`src/rtl/flash_stream_io.sv`:
```
// ============================================================================
// flash_stream_io
// ----------------------------------------------------------------------------
// CPU-bus register window onto the SPI flash controller. A background prefetch
// engine streams consecutive flash bytes into a small FIFO, so the CPU drains
// data at one byte per bus access without polling. Also provides a
// programmable transfer length and a sticky underflow flag.
//
// Optional feature macro: FLASH_STREAM_IRQ_EN
//   defined   -> adds output irq and register 10 IRQ_THR (level threshold)
//   undefined -> no irq port, register 10 and STATUS bit7 read 0
//
// Parameters
//   ADDR_W      flash address width (24 or 32)
//   FIFO_DEPTH  prefetch FIFO entries (power of two, 2..64)
//
// Ports
//   clk                system clock
//   reset              synchronous, active-high reset
//   bus_access_strobe  one-cycle CPU bus access enable
//   a[15:0]            address bus, a[3:0] selects the register
//   select             module select
//   r_w_n              1 = read, 0 = write
//   d_in[7:0]          CPU write data
//   d_out[7:0]         registered CPU read data (holds until next read)
//   flash_d_ready      controller data valid
//   flash_d_out[7:0]   controller data
//   flash_addr         fetch address presented to the controller
//   flash_req_r_addr   one-cycle pulse: random read at flash_addr
//   flash_req_r_next   one-cycle pulse: read next sequential byte
//   irq                (FLASH_STREAM_IRQ_EN only) level interrupt
//
// Register map (a[3:0])
//   0 STATUS  R   {irq_pending,3'b0,busy,underflow,full,not_empty}
//   1..4 ADDR R/W base address bytes, little-endian
//   5 DATA    R   pops the FIFO (0x00 + underflow when empty)
//   6 LEVEL   R   FIFO fill count
//   7 CTRL    W   bit0 start, bit1 stop, bit2 clr_underflow, bit3 clr_irq
//   8/9 LEN   R/W bytes to fetch, 0 = unlimited
//   10 IRQ_THR R/W (FLASH_STREAM_IRQ_EN only)
// ============================================================================
module flash_stream_io #(
    parameter int ADDR_W     = 24,
    parameter int FIFO_DEPTH = 8
) (
    input  logic              clk,
    input  logic              reset,
    input  logic              bus_access_strobe,
    input  logic [15:0]       a,
    input  logic              select,
    input  logic              r_w_n,
    input  logic [7:0]        d_in,
    output logic [7:0]        d_out,
    input  logic              flash_d_ready,
    input  logic [7:0]        flash_d_out,
    output logic [ADDR_W-1:0] flash_addr,
    output logic              flash_req_r_addr,
    output logic              flash_req_r_next
`ifdef FLASH_STREAM_IRQ_EN
    ,
    output logic              irq
`endif
);

    localparam int PTR_W = $clog2(FIFO_DEPTH);
    localparam int CNT_W = PTR_W + 1;
    localparam logic [CNT_W-1:0] FULL_CNT = CNT_W'(FIFO_DEPTH);

    localparam logic [2:0] S_IDLE     = 3'd0;
    localparam logic [2:0] S_REQ_ADDR = 3'd1;
    localparam logic [2:0] S_REQ_NEXT = 3'd2;
    localparam logic [2:0] S_GUARD    = 3'd3;
    localparam logic [2:0] S_WAIT     = 3'd4;
    localparam logic [2:0] S_PAUSE    = 3'd5;

    localparam logic [3:0] R_STATUS  = 4'd0;
    localparam logic [3:0] R_ADDR0   = 4'd1;
    localparam logic [3:0] R_ADDR1   = 4'd2;
    localparam logic [3:0] R_ADDR2   = 4'd3;
    localparam logic [3:0] R_ADDR3   = 4'd4;
    localparam logic [3:0] R_DATA    = 4'd5;
    localparam logic [3:0] R_LEVEL   = 4'd6;
    localparam logic [3:0] R_CTRL    = 4'd7;
    localparam logic [3:0] R_LEN_LO  = 4'd8;
    localparam logic [3:0] R_LEN_HI  = 4'd9;
    localparam logic [3:0] R_IRQ_THR = 4'd10;

    // Byte lane of the 32-bit address shadow; bytes beyond ADDR_W are held
    // at zero by the write path, so they naturally read back as 0.
    function automatic logic [7:0] addr_byte(input logic [31:0] v,
                                             input logic [1:0]  idx);
        return v[idx*8 +: 8];
    endfunction

    // ------------------------------------------------------------------
    // Bus decode
    // ------------------------------------------------------------------
    logic       access;
    logic       rd_en;
    logic       wr_en;
    logic [3:0] reg_sel;
    logic       ctrl_wr;
    logic       do_flush;
    logic       do_start;
    logic       unused_addr_bits;

    assign access   = bus_access_strobe & select;
    assign rd_en    = access & r_w_n;
    assign wr_en    = access & ~r_w_n;
    assign reg_sel  = a[3:0];
    assign ctrl_wr  = wr_en && (reg_sel == R_CTRL);
    // Stop wins over start; either one flushes the FIFO.
    assign do_flush = ctrl_wr && (d_in[0] || d_in[1]);
    assign do_start = ctrl_wr && d_in[0] && !d_in[1];
    assign unused_addr_bits = ^a[15:4];

    // ------------------------------------------------------------------
    // State
    // ------------------------------------------------------------------
    logic [2:0]        state;
    logic [ADDR_W-1:0] fetch_addr;
    logic [15:0]       remaining;
    logic              limited;
    logic [31:0]       addr_shadow;
    logic [15:0]       len_reg;
    logic              underflow;

    logic [7:0]        mem [FIFO_DEPTH];
    logic [PTR_W-1:0]  wr_ptr;
    logic [PTR_W-1:0]  rd_ptr;
    logic [CNT_W-1:0]  count;
    logic [CNT_W-1:0]  count_after;

    logic              not_empty;
    logic              full;
    logic              busy;
    logic              push;
    logic              pop;
    logic [7:0]        rd_data;
    logic              irq_flag;
    logic [7:0]        irq_thr_rd;

    assign not_empty = (count != '0);
    assign full      = (count == FULL_CNT);
    assign busy      = (state != S_IDLE);

    // Data arriving during GUARD, or on the cycle a start/stop flushes the
    // FIFO, belongs to an abandoned request and is dropped.
    assign push = (state == S_WAIT) && flash_d_ready && !do_flush && !full;
    // Only a stored entry can be popped, so a byte being pushed this cycle
    // is never the one read out.
    assign pop  = rd_en && (reg_sel == R_DATA) && not_empty;

    assign count_after = count + CNT_W'(push) - CNT_W'(pop);

    assign flash_addr       = fetch_addr;
    assign flash_req_r_addr = (state == S_REQ_ADDR);
    assign flash_req_r_next = (state == S_REQ_NEXT);

    // ------------------------------------------------------------------
    // Optional level interrupt
    // ------------------------------------------------------------------
`ifdef FLASH_STREAM_IRQ_EN
    logic [7:0] irq_thr;
    logic       irq_pending;

    always_ff @(posedge clk) begin
        if (reset) begin
            irq_thr     <= 8'h00;
            irq_pending <= 1'b0;
        end else begin
            if (wr_en && (reg_sel == R_IRQ_THR)) begin
                irq_thr <= d_in;
            end
            if (ctrl_wr && d_in[3]) begin
                irq_pending <= 1'b0;
            end else if ((irq_thr != 8'h00) && (8'(count) >= irq_thr)) begin
                irq_pending <= 1'b1;
            end
        end
    end

    assign irq        = irq_pending;
    assign irq_flag   = irq_pending;
    assign irq_thr_rd = irq_thr;
`else
    assign irq_flag   = 1'b0;
    assign irq_thr_rd = 8'h00;
`endif

    // ------------------------------------------------------------------
    // Register read mux
    // ------------------------------------------------------------------
    always_comb begin
        rd_data = 8'h00;
        case (reg_sel)
            R_STATUS:  rd_data = {irq_flag, 3'b000, busy, underflow, full, not_empty};
            R_ADDR0:   rd_data = addr_byte(addr_shadow, 2'd0);
            R_ADDR1:   rd_data = addr_byte(addr_shadow, 2'd1);
            R_ADDR2:   rd_data = addr_byte(addr_shadow, 2'd2);
            R_ADDR3:   rd_data = addr_byte(addr_shadow, 2'd3);
            R_DATA:    if (not_empty) rd_data = mem[rd_ptr];
            R_LEVEL:   rd_data = 8'(count);
            R_LEN_LO:  rd_data = len_reg[7:0];
            R_LEN_HI:  rd_data = len_reg[15:8];
            R_IRQ_THR: rd_data = irq_thr_rd;
            default:   rd_data = 8'h00;
        endcase
    end

    // ------------------------------------------------------------------
    // Bus-side registers: read data, shadows, underflow
    // ------------------------------------------------------------------
    always_ff @(posedge clk) begin
        if (reset) begin
            d_out       <= 8'h00;
            addr_shadow <= 32'h0;
            len_reg     <= 16'h0;
            underflow   <= 1'b0;
        end else begin
            if (rd_en) begin
                d_out <= rd_data;
            end
            if (wr_en) begin
                for (int i = 0; i < 4; i++) begin
                    if ((reg_sel == 4'(i + 1)) && (i < ADDR_W / 8)) begin
                        addr_shadow[i*8 +: 8] <= d_in;
                    end
                end
                if (reg_sel == R_LEN_LO) len_reg[7:0]  <= d_in;
                if (reg_sel == R_LEN_HI) len_reg[15:8] <= d_in;
            end
            if (rd_en && (reg_sel == R_DATA) && !not_empty) begin
                underflow <= 1'b1;
            end else if (ctrl_wr && d_in[2]) begin
                underflow <= 1'b0;
            end
        end
    end

    // ------------------------------------------------------------------
    // Prefetch FSM
    // ------------------------------------------------------------------
    always_ff @(posedge clk) begin
        if (reset) begin
            state      <= S_IDLE;
            fetch_addr <= '0;
            remaining  <= 16'h0;
            limited    <= 1'b0;
        end else if (do_flush) begin
            // A start while busy simply restarts; any ready for the old
            // request lands in the GUARD cycle and is ignored.
            if (do_start) begin
                state      <= S_REQ_ADDR;
                fetch_addr <= addr_shadow[ADDR_W-1:0];
                remaining  <= len_reg;
                limited    <= (len_reg != 16'h0);
            end else begin
                state <= S_IDLE;
            end
        end else begin
            case (state)
                S_IDLE: state <= S_IDLE;
                S_REQ_ADDR, S_REQ_NEXT: state <= S_GUARD;
                S_GUARD: state <= S_WAIT;
                S_WAIT: begin
                    if (push) begin
                        fetch_addr <= fetch_addr + ADDR_W'(1);
                        if (limited) begin
                            remaining <= remaining - 16'd1;
                        end
                        if (limited && (remaining == 16'd1)) begin
                            state <= S_IDLE;
                        end else if (count_after == FULL_CNT) begin
                            state <= S_PAUSE;
                        end else begin
                            state <= S_REQ_NEXT;
                        end
                    end
                end
                S_PAUSE: if (!full) state <= S_REQ_NEXT;
                default: state <= S_IDLE;
            endcase
        end
    end

    // ------------------------------------------------------------------
    // FIFO pointers and storage
    // ------------------------------------------------------------------
    always_ff @(posedge clk) begin
        if (reset || do_flush) begin
            wr_ptr <= '0;
            rd_ptr <= '0;
            count  <= '0;
        end else begin
            if (push) wr_ptr <= wr_ptr + PTR_W'(1);
            if (pop)  rd_ptr <= rd_ptr + PTR_W'(1);
            count <= count_after;
        end
    end

    always_ff @(posedge clk) begin
        if (push) begin
            mem[wr_ptr] <= flash_d_out;
        end
    end

endmodule

```
`config.mk`:
```
export PLATFORM = sky130hd
export DESIGN_NAME = flash_stream_io
export DESIGN_NICKNAME = d
export VERILOG_FILES = /design/src/rtl/flash_stream_io.sv
export SDC_FILE = /design/constraint.sdc
export NUM_CORES = 1
export LEC_CHECK = 0
export ABC_CLOCK_PERIOD_IN_PS = 4400
export CAP_MARGIN = 20
export CORE_MARGIN = 4
export CORE_UTILIZATION = 55
export DETAILED_ROUTE_END_ITERATION = 12
export PLACE_DENSITY_LB_ADDON = 0.25
export RECOVER_POWER = 100
export SYNTH_ARGS = -nofsm -noshare
export SYNTH_HDL_FRONTEND = slang
export SYNTH_SLANG_ARGS = --single-unit
```
`constraint.sdc`:
```
create_clock -name clk -period 4.4 [get_ports clk]
set_clock_uncertainty 0.15 [all_clocks]
set_input_delay 1.32 -clock clk [delete_from_list [all_inputs] [get_ports clk]]
set_output_delay 1.32 -clock clk [all_outputs]
set_load 0.02 [all_outputs]
```
After elaboration in Yosys (flattened, before gate mapping):

Memories as Yosys holds them, arrays and structs flattened. A register that Yosys moved wholly into a read port is not among the register bits.
Index checks and enable logic that the tools add are counted.

* $add $sub $neg: 6
* equality and inequality tests: 19
* mux-type cells: 24
* bitwise operators: 4
* reductions and logical operators: 36

Operators with widths (count)
* $mux 24: 4
* $mux 16: 5
* $pmux 8 s8: 1
* $add 24x1->24 const B: 1
* $mux 3: 7
* $eq 16x1->1 const B: 1
* $eq 4x4->1 const B: 4
* $reduce_bool 16->1: 1
* $sub 16x1->16 const B: 1
* $reduce_and 2->1: 7
* $eq 4x3->1 const B: 3
* $logic_and 1x1->1: 12
* $pmux 3 s4: 1
* $eq 4x2->1 const B: 2
* $mux 8: 1
* $reduce_bool 2->1: 4
* $add 3x1->3 const B: 2
* $eq 3x2->1 const B: 2
* $eq 3x3->1 const B: 2
* $ne 3x3->1 const B: 2
* $mux 1: 5
* $add 4x1->4: 1
* $eq 4x1->1 const B: 1
* $logic_not 1->1: 4
* other kinds (12): 15

* register bits: 103
* memory bits (writable): 64
* input port bits: 38
* output and inout bits: 34
* logic and storage cells: 104
* memories kept: 1

Memories
* mem: depth 8, bits a word 8, rd ports 1, clocked after memory_dff 1, write ports 1, RTL line 128 `logic [7:0] mem [FIFO_DEPTH];`

Logic depth before layout (Yosys ltp):

Gate-level depths: netlist of the first run.

* word-level depth: 15
* gate-level depth with buffers: 15
* mapped depth without buffers: 14

Worst setup path before layout of the first run:

Ideal clock, no wire load.

* kind: input-to-reg
* from: in a[1]
* to: reg state[1]
* library setup time: 0.122 ns
* arrival: 3.933 ns
* required time: 4.128 ns
* setup slack: 0.196 ns
* stages on the path: 15
* path buffers: 3
* cells stage by stage: buf_2 > and4b_1 > buf_2 > nand3_1 > buf_2 > nand2_1 > ha_1 > inv_1 > ha_1 > inv_1 > fa_1 > xor2_1 > nand3_1 > o221a_2 > o311a_1

* cells in the longest elaborated chain, start to end: 14
* elaborated cells between the ends (all ways): 20
* those cells by class: add/sub (2); eq/ne (5); mux (5); reduce/logical (8)

RTL lines
* from (decl): RTL line 49 `input logic [15:0] a,`
* $eq 4x3->1: RTL line 111 `assign ctrl_wr = wr_en && (reg_sel == R_CTRL);`
* $logic_and 1x1->1: RTL line 111
* $logic_and 1x1->1: RTL line 113 `assign do_flush = ctrl_wr && (d_in[0] || d_in[1]);`
* $logic_not 1->1: RTL line 149 `assign push = (state == S_WAIT) && flash_d_ready && !do_flush && !full;`
* $logic_and 1x1->1 (2 in a row): RTL line 149
* $add 4x1->4: RTL line 154 `assign count_after = count + CNT_W'(push) - CNT_W'(pop);`
* $sub 4x1->4: RTL line 154
* $eq 4x4->1: RTL line 274 `end else if (count_after == FULL_CNT) begin`
* $mux 3: RTL line 274
* $mux 3: RTL line 272 `if (limited && (remaining == 16'd1)) begin`
* $mux 3: RTL line 267 `if (push) begin`
* $pmux 3 s4: RTL line 262 `case (state)`
* $mux 3: RTL line 250 `end else if (do_flush) begin`
* to (signal assigned): RTL line 263 `S_IDLE: state <= S_IDLE;`
* to (signal assigned): RTL line 264 `S_REQ_ADDR, S_REQ_NEXT: state <= S_GUARD;`
* to (signal assigned): RTL line 273 `state <= S_IDLE;`
* to (decl): RTL line 120 `logic [2:0] state;`

Parallel ways exist; a longest one is shown, timed or not. The select of a mux whose other input is x is not followed.
A chain may end at the register's enable or synchronous reset.

Worst setup path in the final report of the first run:

* from: in a[3]
* to: reg len_reg[4]

* cells in the longest elaborated chain, start to end: 2

RTL lines
* $eq 4x4->1: RTL line 230 `if (reg_sel == R_LEN_LO) len_reg[7:0] <= d_in;`
* $reduce_and 2->1 (no line)
* to (signal assigned): RTL line 230
* to (decl): RTL line 125 `logic [15:0] len_reg;`

No other way between the ends.

==> impl_metrics.env, run 1 <==
export IMPL_outcome="finished with violations"
export IMPL_violations="max-capacitance violations, max-slew violations"
export IMPL_hold_buffers=0
export IMPL_ys_top_cells_by_area="dfxtp_1, edfxtp_1, a21oi_1, mux4_2, mux2i_1"
export IMPL_yosys_area_share_simple=0.199
export IMPL_largest_register="mem"
export IMPL_die_area_mm2=0.0172
export IMPL_final_antenna_net_count=0
export IMPL_worstSetupPathType="input pin to register"
export IMPL_root_buffer="clkbuf_16"
export IMPL_hold_violations=0
export IMPL_relSlewSlack=-0.357
export IMPL_slew_violations=9
export IMPL_synth_area_mux_share=0.0937
export IMPL_wl_per_cell_um=20.6
export IMPL_synth_top_cell_by_area="dfxtp_1"
export IMPL_io_pins=72
export IMPL_synth_xor_area_frac=0.00631
export IMPL_wl_met1_um=9680
export IMPL_dp_hpwl_um=15600
export IMPL_place_area_mm2=0.00914
export IMPL_syn_avg_cell_area_um2=9.77
export IMPL_gp_congestion=0.959
export IMPL_design_area_mm2=0.00972
export IMPL_ctsResizeCount=0
export IMPL_final_core_util=0.661
export IMPL_critPathMaxFanout=18
export IMPL_area_growth_pct=16.8
export IMPL_synth_enable_flop_cells=64
export IMPL_ir_drop_v=0.000249
export IMPL_ys_warn_count=0
export IMPL_whs_path_depth=2
export IMPL_start_kind="input pin"
export IMPL_synth_compound_area_frac=0.159
export IMPL_endpoint_kind="register"
export IMPL_track_usage=0.274
export IMPL_min_path_type="register to register"
export IMPL_seq_area_frac_synth=0.486
export IMPL_wirelength_um=22700
export IMPL_detail_route_vias_per_cell=6.47
export IMPL_leakage_nw=3.37
export IMPL_ys_ff_latch=170
export IMPL_grt_pass1_wl_um=36100
export IMPL_tightest_slew_ns=2.02
export IMPL_worstPathRequired_ns=4.57
export IMPL_timing_rr_start="count[2]"
export IMPL_vias=7147
export IMPL_die_x_um=131
export IMPL_syn_nets=902
export IMPL_grt_start_max_net_pins=74
export IMPL_largest_reg_flops=64
export IMPL_maxCapViolations=1
export IMPL_multi_input_area_mm2=0.00396
export IMPL_min_period_ns=4.17
export IMPL_synth_top_area_frac=0.255
export IMPL_setup_viol=0
export IMPL_worstHoldStart="addr_shadow[7]"
export IMPL_synth_adder_area_share=0.0189
export IMPL_drive_above_1_share=0.100
export IMPL_holdPathEnd="addr_shadow[7]"
export IMPL_antenna_found_initial=0
export IMPL_yosysUniqueCellTypes=74
export IMPL_ff2ff_path_depth=14
export IMPL_fill_cells=1190
export IMPL_clockBufferDepth=2
export IMPL_clkTransAtPathRegs_ns=0.07
export IMPL_grt_ovfl_total=0
export IMPL_grt_pass1_vias=6801
export IMPL_power_density_mw_per_mm2=344
export IMPL_holdWs_ns=0.333
export IMPL_synthesis_area_mm2=0.00832
export IMPL_dr_wl_met2_um=10700
export IMPL_timing_reg2reg_setup_slack_ns=1.16
export IMPL_finalCritPeriodShare=0.948
export IMPL_firstDrtPassIters=6
export IMPL_htreeDepth=4
export IMPL_io_buffers=59
export IMPL_clock_fmax_mhz=240
export IMPL_rsz0062_at_grt="no"
export IMPL_synthArstFlopShare=0
export IMPL_r2r_end="state[1]"
export IMPL_drc=0
export IMPL_post_cts_buffers=0
export IMPL_initialDrtViolationCount=907
export IMPL_die_y_um=131
export IMPL_cts_tree="done"
export IMPL_crit_arrival_ns=4.34
export IMPL_met3_length_um=1790
export IMPL_fin_nets=957
export IMPL_synth_top_family_by_area="simple AND/OR/NAND/NOR gates"
export IMPL_top_layer_used="met4"
export IMPL_regArea_mm2=0.00404
export IMPL_core_area_mm2=0.0147
export IMPL_clock_latency_ns=0.45
export IMPL_syn_inst=852
export IMPL_initial_core_util=0.566
export IMPL_synthFlopType="dfxtp_1"
export IMPL_clock_sinks=170
export IMPL_cts_made_buffers=17
export IMPL_rows=44
export IMPL_n_antenna_cell=0
layout make-up:
cell class | instances | area share
inverter | 17 | 0.00657
clock inverter | 15 | 0.0212
sequential | 170 | 0.416
timing repair buffer | 91 | 0.0817
multi-input combinational | 610 | 0.407
clock buffer | 17 | 0.0438
tap | 184 | 0.0237
critical path, cell delays in order:
cell and delay [ns]:
dlygate4sd3_1 0.58, clkbuf_2 0.34, nand2b_1 0.16, nor4_1 1.54, mux2i_1 0.33, nor2_1 0.06
cells in the final DEF, fill, tap and decap left out, drive strengths merged, types with 5 or more instances in the layout:
cell | synthesis | layout
nand2b | 7 | 7
buf | 23 | 15
a31oi | 6 | 6
nor2 | 76 | 76
mux4 | 16 | 16
a31o | 5 | 5
dlygate4sd3 | 0 | 46
edfxtp | 64 | 64
o31a | 5 | 5
mux2i | 34 | 34
nand3 | 59 | 59
and3 | 10 | 10
nand2 | 73 | 73
a22oi | 9 | 9
a211oi | 10 | 10
nand3b | 7 | 7
clkinv | 0 | 8
and2 | 14 | 14
o211ai | 6 | 6
nor3 | 22 | 22
dfxtp | 106 | 106
inv | 17 | 24
nor4 | 18 | 18
a21o | 14 | 14
mux2 | 7 | 7
nand4 | 10 | 10
nor2b | 6 | 6
clkbuf | 32 | 35
nor3b | 8 | 8
ha | 11 | 11
a21oi | 75 | 75
o21ai | 43 | 43
clkdlybuf4s50 | 0 | 12
cell families after synthesis:
group	count (synthesis)
AND/OR/NAND/NOR	327
flip-flops	170
XOR/XNOR	6
adder cells (fa/ha/maj)	12
buffers and inverters	72
multiplexers	57
AO/OA/AOI/OAI	208
stage by stage:
step	setup WS, ns	power [mW]	setup TNS [ns]	std cells
after global routing	0.123	3.44	0	1104
after CTS	0.401	3.36	0	1103
after global placement	0.0982	1.82	0	1071
final	0.227	3.34	0	1104
after floorplan	0.196	1.76	0	852
after detailed placement	-0.0549	1.83	-0.0549	1071
worst max path at each step:
stage | from | to | slack, ns | cells past startpoint
floorplan | a[1] | state[1] | 0.20 | 15
global placement | bus_access_strobe | state[1] | 0.1 | 12
detailed placement | a[3] | state[1] | -0.05 | 12
CTS | a[3] | state[1] | 0.40 | 12
global route | a[3] | state[1] | 0.12 | 12
finish | a[3] | len_reg[4] | 0.23 | 6
layer usage:
metal	vias to the layer above	global-route usage
li1	3292	-
met1	3471	0.378
met2	338	0.429
met3	46	0.0585
met4	0	0.0998
met5	-	0
synthesized netlist by cell type (3+ instances only):
library cell / number
xnor2_1: 3
clkbuf_1: 32
a31oi_1: 6
o21ai_0: 41
dfxtp_1: 106
inv_1: 17
ha_1: 11
o31a_1: 5
a22oi_1: 9
nand4_1: 10
xor2_1: 3
and3_1: 10
and2_1: 9
nor4_1: 16
nand3b_1: 7
and2_0: 4
nor2b_1: 6
a211oi_1: 10
o211ai_1: 5
nor3b_1: 8
buf_1: 4
or3_1: 4
mux4_2: 16
nor3_1: 22
a21o_1: 14
nand2_1: 72
nand2b_1: 7
o21bai_1: 4
mux2_2: 7
edfxtp_1: 64
buf_2: 16
a21oi_1: 75
nor2_1: 76
a31o_2: 5
o22ai_1: 4
mux2i_1: 34
o32ai_1: 3
nand3_1: 58
o41a_1: 3
and4_1: 3
power breakdown:
| group | switching, mW | leakage, nW | total (mW) | internal (mW) |
|---|---|---|---|---|
| Sequential | 0.0107 | 1.43 | 1.64 | 1.63 |
| Clock | 0.769 | 0.304 | 1.55 | 0.785 |
| Combinational | 0.0873 | 1.64 | 0.143 | 0.0559 |
Note: power is estimated with default switching activity, not from simulation.
==> inputs of run 2 (changes only) <==
--- a/config.mk
+++ b/config.mk
@@ -5,7 +5,7 @@
 export SDC_FILE = /design/constraint.sdc
 export NUM_CORES = 1
 export LEC_CHECK = 0
-export ABC_CLOCK_PERIOD_IN_PS = 4400
+export ABC_CLOCK_PERIOD_IN_PS = 3880
 export CAP_MARGIN = 20
 export CORE_MARGIN = 4
 export CORE_UTILIZATION = 55
==> constraint.sdc (replaced) <==
create_clock -name clk -period 3.88 [get_ports clk]
set_clock_uncertainty 0.15 [all_clocks]
set_input_delay 1.164 -clock clk [delete_from_list [all_inputs] [get_ports clk]]
set_output_delay 1.164 -clock clk [all_outputs]
set_load 0.02 [all_outputs]
==> run 2 against run 1 <==
Compared with the run above:
- the flow now finishes without violations
- first-iteration DRC count grew 3.4%
- combinational power grew 17%
- die area is the same
- clock power grew 12%
- critical path type unchanged
- critical endpoint is now state[1]
- highest routed layer unchanged
==> impl_metrics.env, run 2 (synthesis gave the netlist of run 1 again) <==
export IMPL_finalCritPeriodShare=0.949
export IMPL_vias=7064
export IMPL_wirelength_um=22500
export IMPL_grt_start_max_net_pins=69
export IMPL_slew_violations=0
export IMPL_worstSetupPathType="input pin to register"
export IMPL_critPathMaxStageDelay_ns=0.50
export IMPL_core_area_mm2=0.0147
export IMPL_p_sw_mw=0.872
export IMPL_place_area_mm2=0.00921
export IMPL_grt_util_met3=0.0659
export IMPL_grtUsageMet1=0.369
export IMPL_relSlewSlack=0.197
export IMPL_leakage_nw=3.39
export IMPL_drive_above_1_share=0.109
export IMPL_worstPathRequired_ns=4.06
export IMPL_drc=0
export IMPL_io_pins=72
export IMPL_setup_viol=0
export IMPL_area_growth_pct=16.8
export IMPL_hold_violations=0
export IMPL_detail_route_vias_per_cell=6.38
export IMPL_holdWs_ns=0.344
export IMPL_die_y_um=131
export IMPL_hold_buffers=0
export IMPL_comb_power_share=0.045
export IMPL_start_kind="input pin"
export IMPL_initial_core_util=0.566
export IMPL_cts_made_buffers=17
export IMPL_design_area_mm2=0.00972
export IMPL_crit_arrival_ns=3.86
export IMPL_firstDrtPassIters=6
export IMPL_antenna_found_initial=0
export IMPL_grt_pass1_vias=6733
export IMPL_dp_hpwl_um=15900
export IMPL_clock_latency_ns=0.44
export IMPL_clockBufferDepth=2
export IMPL_seqPwrFrac=0.496
export IMPL_fin_nets=961
export IMPL_finalPower_mw=3.77
export IMPL_placed_cells=1076
export IMPL_swShare=0.231
export IMPL_min_path_type="register to register"
export IMPL_n_antenna_cell=0
export IMPL_clock_fmax_mhz=271
export IMPL_critPathMaxFanout=3
export IMPL_pwr_share_clk=0.460
export IMPL_use_met2=0.435
export IMPL_rsz0062_at_grt="no"
export IMPL_ir_drop_v=0.000319
export IMPL_die_area_mm2=0.0172
export IMPL_ctsResizeCount=0
export IMPL_grt_ovfl_total=0
export IMPL_final_antenna_net_count=0
export IMPL_cpMaxStageDelayCell="clkdlybuf4s50_1"
export IMPL_largest_register="mem"
export IMPL_finalNonFillerCells=1108
export IMPL_grt_pass1_wl_um=36100
export IMPL_p_int_mw=2.89
export IMPL_die_x_um=131
export IMPL_tightest_slew_ns=1.19
export IMPL_layout_commonest_cell="dfxtp_1"
export IMPL_io_buffers=59
export IMPL_root_buffer="clkbuf_16"
export IMPL_min_period_ns=3.68
export IMPL_wl_per_cell_um=20.3
export IMPL_endpoint_kind="register"
export IMPL_cts_tree="done"
export IMPL_power_density_mw_per_mm2=387
export IMPL_crit_chain="clkdlybuf4s50_1 -> and4b_1 -> nand3_1 -> nand2_1 -> ha_1 -> inv_1 -> ha_1 -> inv_1 -> fa_2 -> xor2_1 -> nand3_1 -> o221a_2 -> o311a_1"
export IMPL_gp_congestion=0.905
export IMPL_maxCapViolations=0
export IMPL_clock_sinks=170
export IMPL_track_usage=0.273
export IMPL_clkTransAtPathRegs_ns=0.07
export IMPL_finalSetupTns_ns=0
export IMPL_layout_common_cells="dfxtp_1, nor2_1, a21oi_1, nand2_1, edfxtp_1"
export IMPL_initialDrtViolationCount=938
export IMPL_outcome="completed"
export IMPL_post_cts_buffers=0
export IMPL_grt_busiest_layer="met2"
export IMPL_largest_reg_flops=64
export IMPL_htreeDepth=4
export IMPL_rows=44
[run 2: power groups by stage]
stage	combinational [mW]	sequential (mW)	clock [mW]
after floorplan	0.0920	1.90	0
after global placement	0.166	1.91	0
after detailed placement	0.172	1.91	0
after CTS	0.173	1.87	1.74
after global routing	0.180	1.87	1.83
final	0.168	1.87	1.73
[run 2: worst paths after layout]
check                           depth (start not counted)           from             to  slack (ns)
worst max-delay path                                   13           a[3]       state[1]        0.20
worst max register to register                         14       count[2]       state[1]        0.67
worst min register to register                          2  remaining[11]  remaining[11]        0.34
worst min-delay path                                    2  remaining[11]  remaining[11]        0.34
[run 2: cell type report]
cell class	count	area [µm²]
clock buffer	18	429
multi-input combinational	610	3970
sequential	170	4040
tap	184	230
clock inverter	14	169
timing repair buffer	95	817
inverter	17	63.8
fill	1155	4980
[run 2: critical path, delay by kind of cell]
family                     cells  cell delay (ns)
adders and majority gates      3             0.78
and+or+nand+nor                4             0.54
buffers and inverters          3             0.62
xor gates and xnor gates       1             0.20
AOI/OAI and AO/OA              2             0.54
[run 2: through the flow]
stage,util,setup slack [ns]
after floorplan,-,0.0263
after global placement,0.627,-0.217
after detailed placement,0.627,-0.374
after CTS,0.667,0.0865
after global routing,0.661,0.0234
final,0.661,0.196
[run 2: per-layer routing]
| layer | vias to the layer above | wire [µm] |
|---|---|---|
| li1 | 3294 | - |
| met1 | 3427 | 9470 |
| met2 | 297 | 11000 |
| met3 | 46 | 1640 |
| met4 | 0 | 456 |
| met5 | - | 0 |
==> inputs of run 3 (changes only) <==
--- a/config.mk
+++ b/config.mk
@@ -7,7 +7,6 @@
 export LEC_CHECK = 0
 export ABC_CLOCK_PERIOD_IN_PS = 3880
 export CAP_MARGIN = 20
-export CORE_MARGIN = 4
 export CORE_UTILIZATION = 55
 export DETAILED_ROUTE_END_ITERATION = 12
 export PLACE_DENSITY_LB_ADDON = 0.25
@@ -15,3 +14,4 @@
 export SYNTH_ARGS = -nofsm -noshare
 export SYNTH_HDL_FRONTEND = slang
 export SYNTH_SLANG_ARGS = --single-unit
+export TNS_END_PERCENT = 100
==> run 3 against run 2 <==
Compared with the run above:
- the flow now finishes with violations (design-rule violations)
- highest routed layer unchanged
- worst setup slack got worse by 0.071 ns
- critical path depth is 5 lower
- non-clock buffer count rose by 6
- final area is 0.80% higher
- register-to-register slack hardly changed
==> impl_metrics.env, run 3 (synthesis gave the netlist of run 1 again) <==
export IMPL_clkTransAtPathRegs_ns=0.07
export IMPL_io_pins=72
export IMPL_layout_common_cells="dfxtp_1, nor2_1, a21oi_1, nand2_1, edfxtp_1"
export IMPL_clock_sinks=170
export IMPL_maxCapViolations=0
export IMPL_rsz0062_at_grt="no"
export IMPL_vias=7075
export IMPL_htreeDepth=4
export IMPL_timing_reg2reg_setup_slack_ns=0.68
export IMPL_r2r_end="state[1]"
export IMPL_largest_reg_flops=64
export IMPL_slew_violations=0
export IMPL_tightest_slew_ns=1.24
export IMPL_largest_register="mem"
export IMPL_die_area_mm2=0.0156
export IMPL_cts_tree="done"
export IMPL_violations="design-rule violations"
export IMPL_worstHoldStart="addr_shadow[0]"
export IMPL_critPathMaxStageDelay_ns=0.58
export IMPL_core_area_mm2=0.0146
export IMPL_final_antenna_net_count=0
export IMPL_layout_commonest_cell="dfxtp_1"
export IMPL_firstDrtPassIters=9
export IMPL_rows=44
export IMPL_dp_hpwl_um=15700
export IMPL_root_buffer="clkbuf_16"
export IMPL_antenna_found_initial=0
export IMPL_setup_viol=0
export IMPL_die_y_um=125
export IMPL_clock_latency_ns=0.44
export IMPL_drive_above_1_share=0.122
export IMPL_critPathMaxFanout=16
export IMPL_wl_per_cell_um=20.1
export IMPL_initialDrtViolationCount=789
export IMPL_endpoint_kind="register"
export IMPL_leakage_nw=3.44
export IMPL_fin_nets=967
export IMPL_whs_path_depth=2
export IMPL_grt_pass1_wl_um=35600
export IMPL_die_x_um=125
export IMPL_initial_core_util=0.568
export IMPL_cts_made_buffers=17
export IMPL_clock_fmax_mhz=266
export IMPL_finalCritPeriodShare=0.968
export IMPL_gp_congestion=0.894
export IMPL_worstSetupPathType="input pin to register"
export IMPL_track_usage=0.293
export IMPL_outcome="finished with violations"
export IMPL_min_path_type="register to register"
export IMPL_grt_ovfl_total=0
export IMPL_holdPathEnd="addr_shadow[0]"
export IMPL_min_period_ns=3.76
export IMPL_cpMaxStageDelayCell="clkdlybuf4s50_1"
export IMPL_place_area_mm2=0.00924
export IMPL_grt_start_max_net_pins=45
export IMPL_hold_buffers=0
export IMPL_ir_drop_v=0.000438
export IMPL_relSlewSlack=0.166
export IMPL_crit_arrival_ns=3.95
export IMPL_clockBufferDepth=2
export IMPL_grt_pass1_vias=6802
export IMPL_worstPathRequired_ns=4.08
export IMPL_n_antenna_cell=0
export IMPL_crit_chain="clkdlybuf4s50_1 -> and4b_2 -> clkbuf_1 -> and3_1 -> o21a_1 -> buf_4 -> a21oi_1 -> a211oi_1"
export IMPL_drc=6
export IMPL_design_area_mm2=0.00980
export IMPL_timing_rr_start="count[2]"
export IMPL_finalPower_mw=3.75
export IMPL_wirelength_um=22300
export IMPL_ff2ff_path_depth=14
export IMPL_io_buffers=59
export IMPL_start_kind="input pin"
export IMPL_final_core_util=0.669
export IMPL_detail_route_vias_per_cell=6.35
export IMPL_area_growth_pct=17.7
export IMPL_hold_violations=0
export IMPL_power_density_mw_per_mm2=383
==> run 3: cell count changes in the layout (fill, tap and decap cells not counted), sizes merged <==
cell,change
clkinvlp,-3
dlymetal6s2s,-1
clkbuf,-3
bufinv,-1
inv,+3
clkdlybuf4s50,+1
clkinv,+2
buf,+8
==> run 3: area by class of cell <==
| class | instances | area [µm²] |
|---|---|---|
| sequential | 170 | 4040 |
| tap | 184 | 230 |
| inverter | 17 | 63.8 |
| timing repair buffer | 101 | 871 |
| multi-input combinational | 610 | 4000 |
| fill | 1078 | 4850 |
| clock buffer | 17 | 425 |
| clock inverter | 15 | 165 |
==> run 3: worst max-delay path by stage <==
stage	depth (start not counted)	start	to	slack, ns
2_1_floorplan	15	a[1]	state[1]	0.03
3_3_place_gp	12	a[1]	state[1]	-0.25
3_5_place_dp	12	a[1]	state[1]	-0.34
4_1_cts	12	a[1]	state[1]	0.07
5_1_grt	13	a[2]	state[1]	0.02
6_report	8	a[2]	flash_addr[16]	0.12
==> run 3: power breakdown <==
group / switching, mW / internal, mW
Sequential: 0.0114 / 1.85
Clock: 0.792 / 0.923
Combinational: 0.103 / 0.0687
==> run 3: timing repair <==
action	in CTS	in global routing
setup buffers	0	1
gates resized for setup	0	2
setup endpoints to repair	0	1
==> run 3: metal layers <==
| metal | share of wire | track usage | up-vias |
|---|---|---|---|
| met5 | 0 | 0 | - |
| met1 | 0.42 | 0.368 | 3355 |
| li1 | - | - | 3299 |
| met4 | 0.033 | 0.131 | 0 |
| met3 | 0.068 | 0.0556 | 60 |
| met2 | 0.48 | 0.495 | 361 |
==> run 3: per-stage QoR <==
step	hold WS, ns	setup TNS [ns]	std cells	setup slack [ns]
finish	0.330	0	1114	0.125
global route	0.355	0	1114	0.0228
CTS	0.330	0	1113	0.0713
detailed placement	0.319	-0.698	1081	-0.341
global placement	0.309	-0.407	1081	-0.249
floorplan	0.294	0	852	0.0263
==> run 3: critical path: cells and delay by family <==
kind / cells / cell delay (ns)
AO/OA/AOI/OAI: 3 / 0.85
buffers and inverters: 3 / 1.24
AND/OR/NAND/NOR: 2 / 0.68
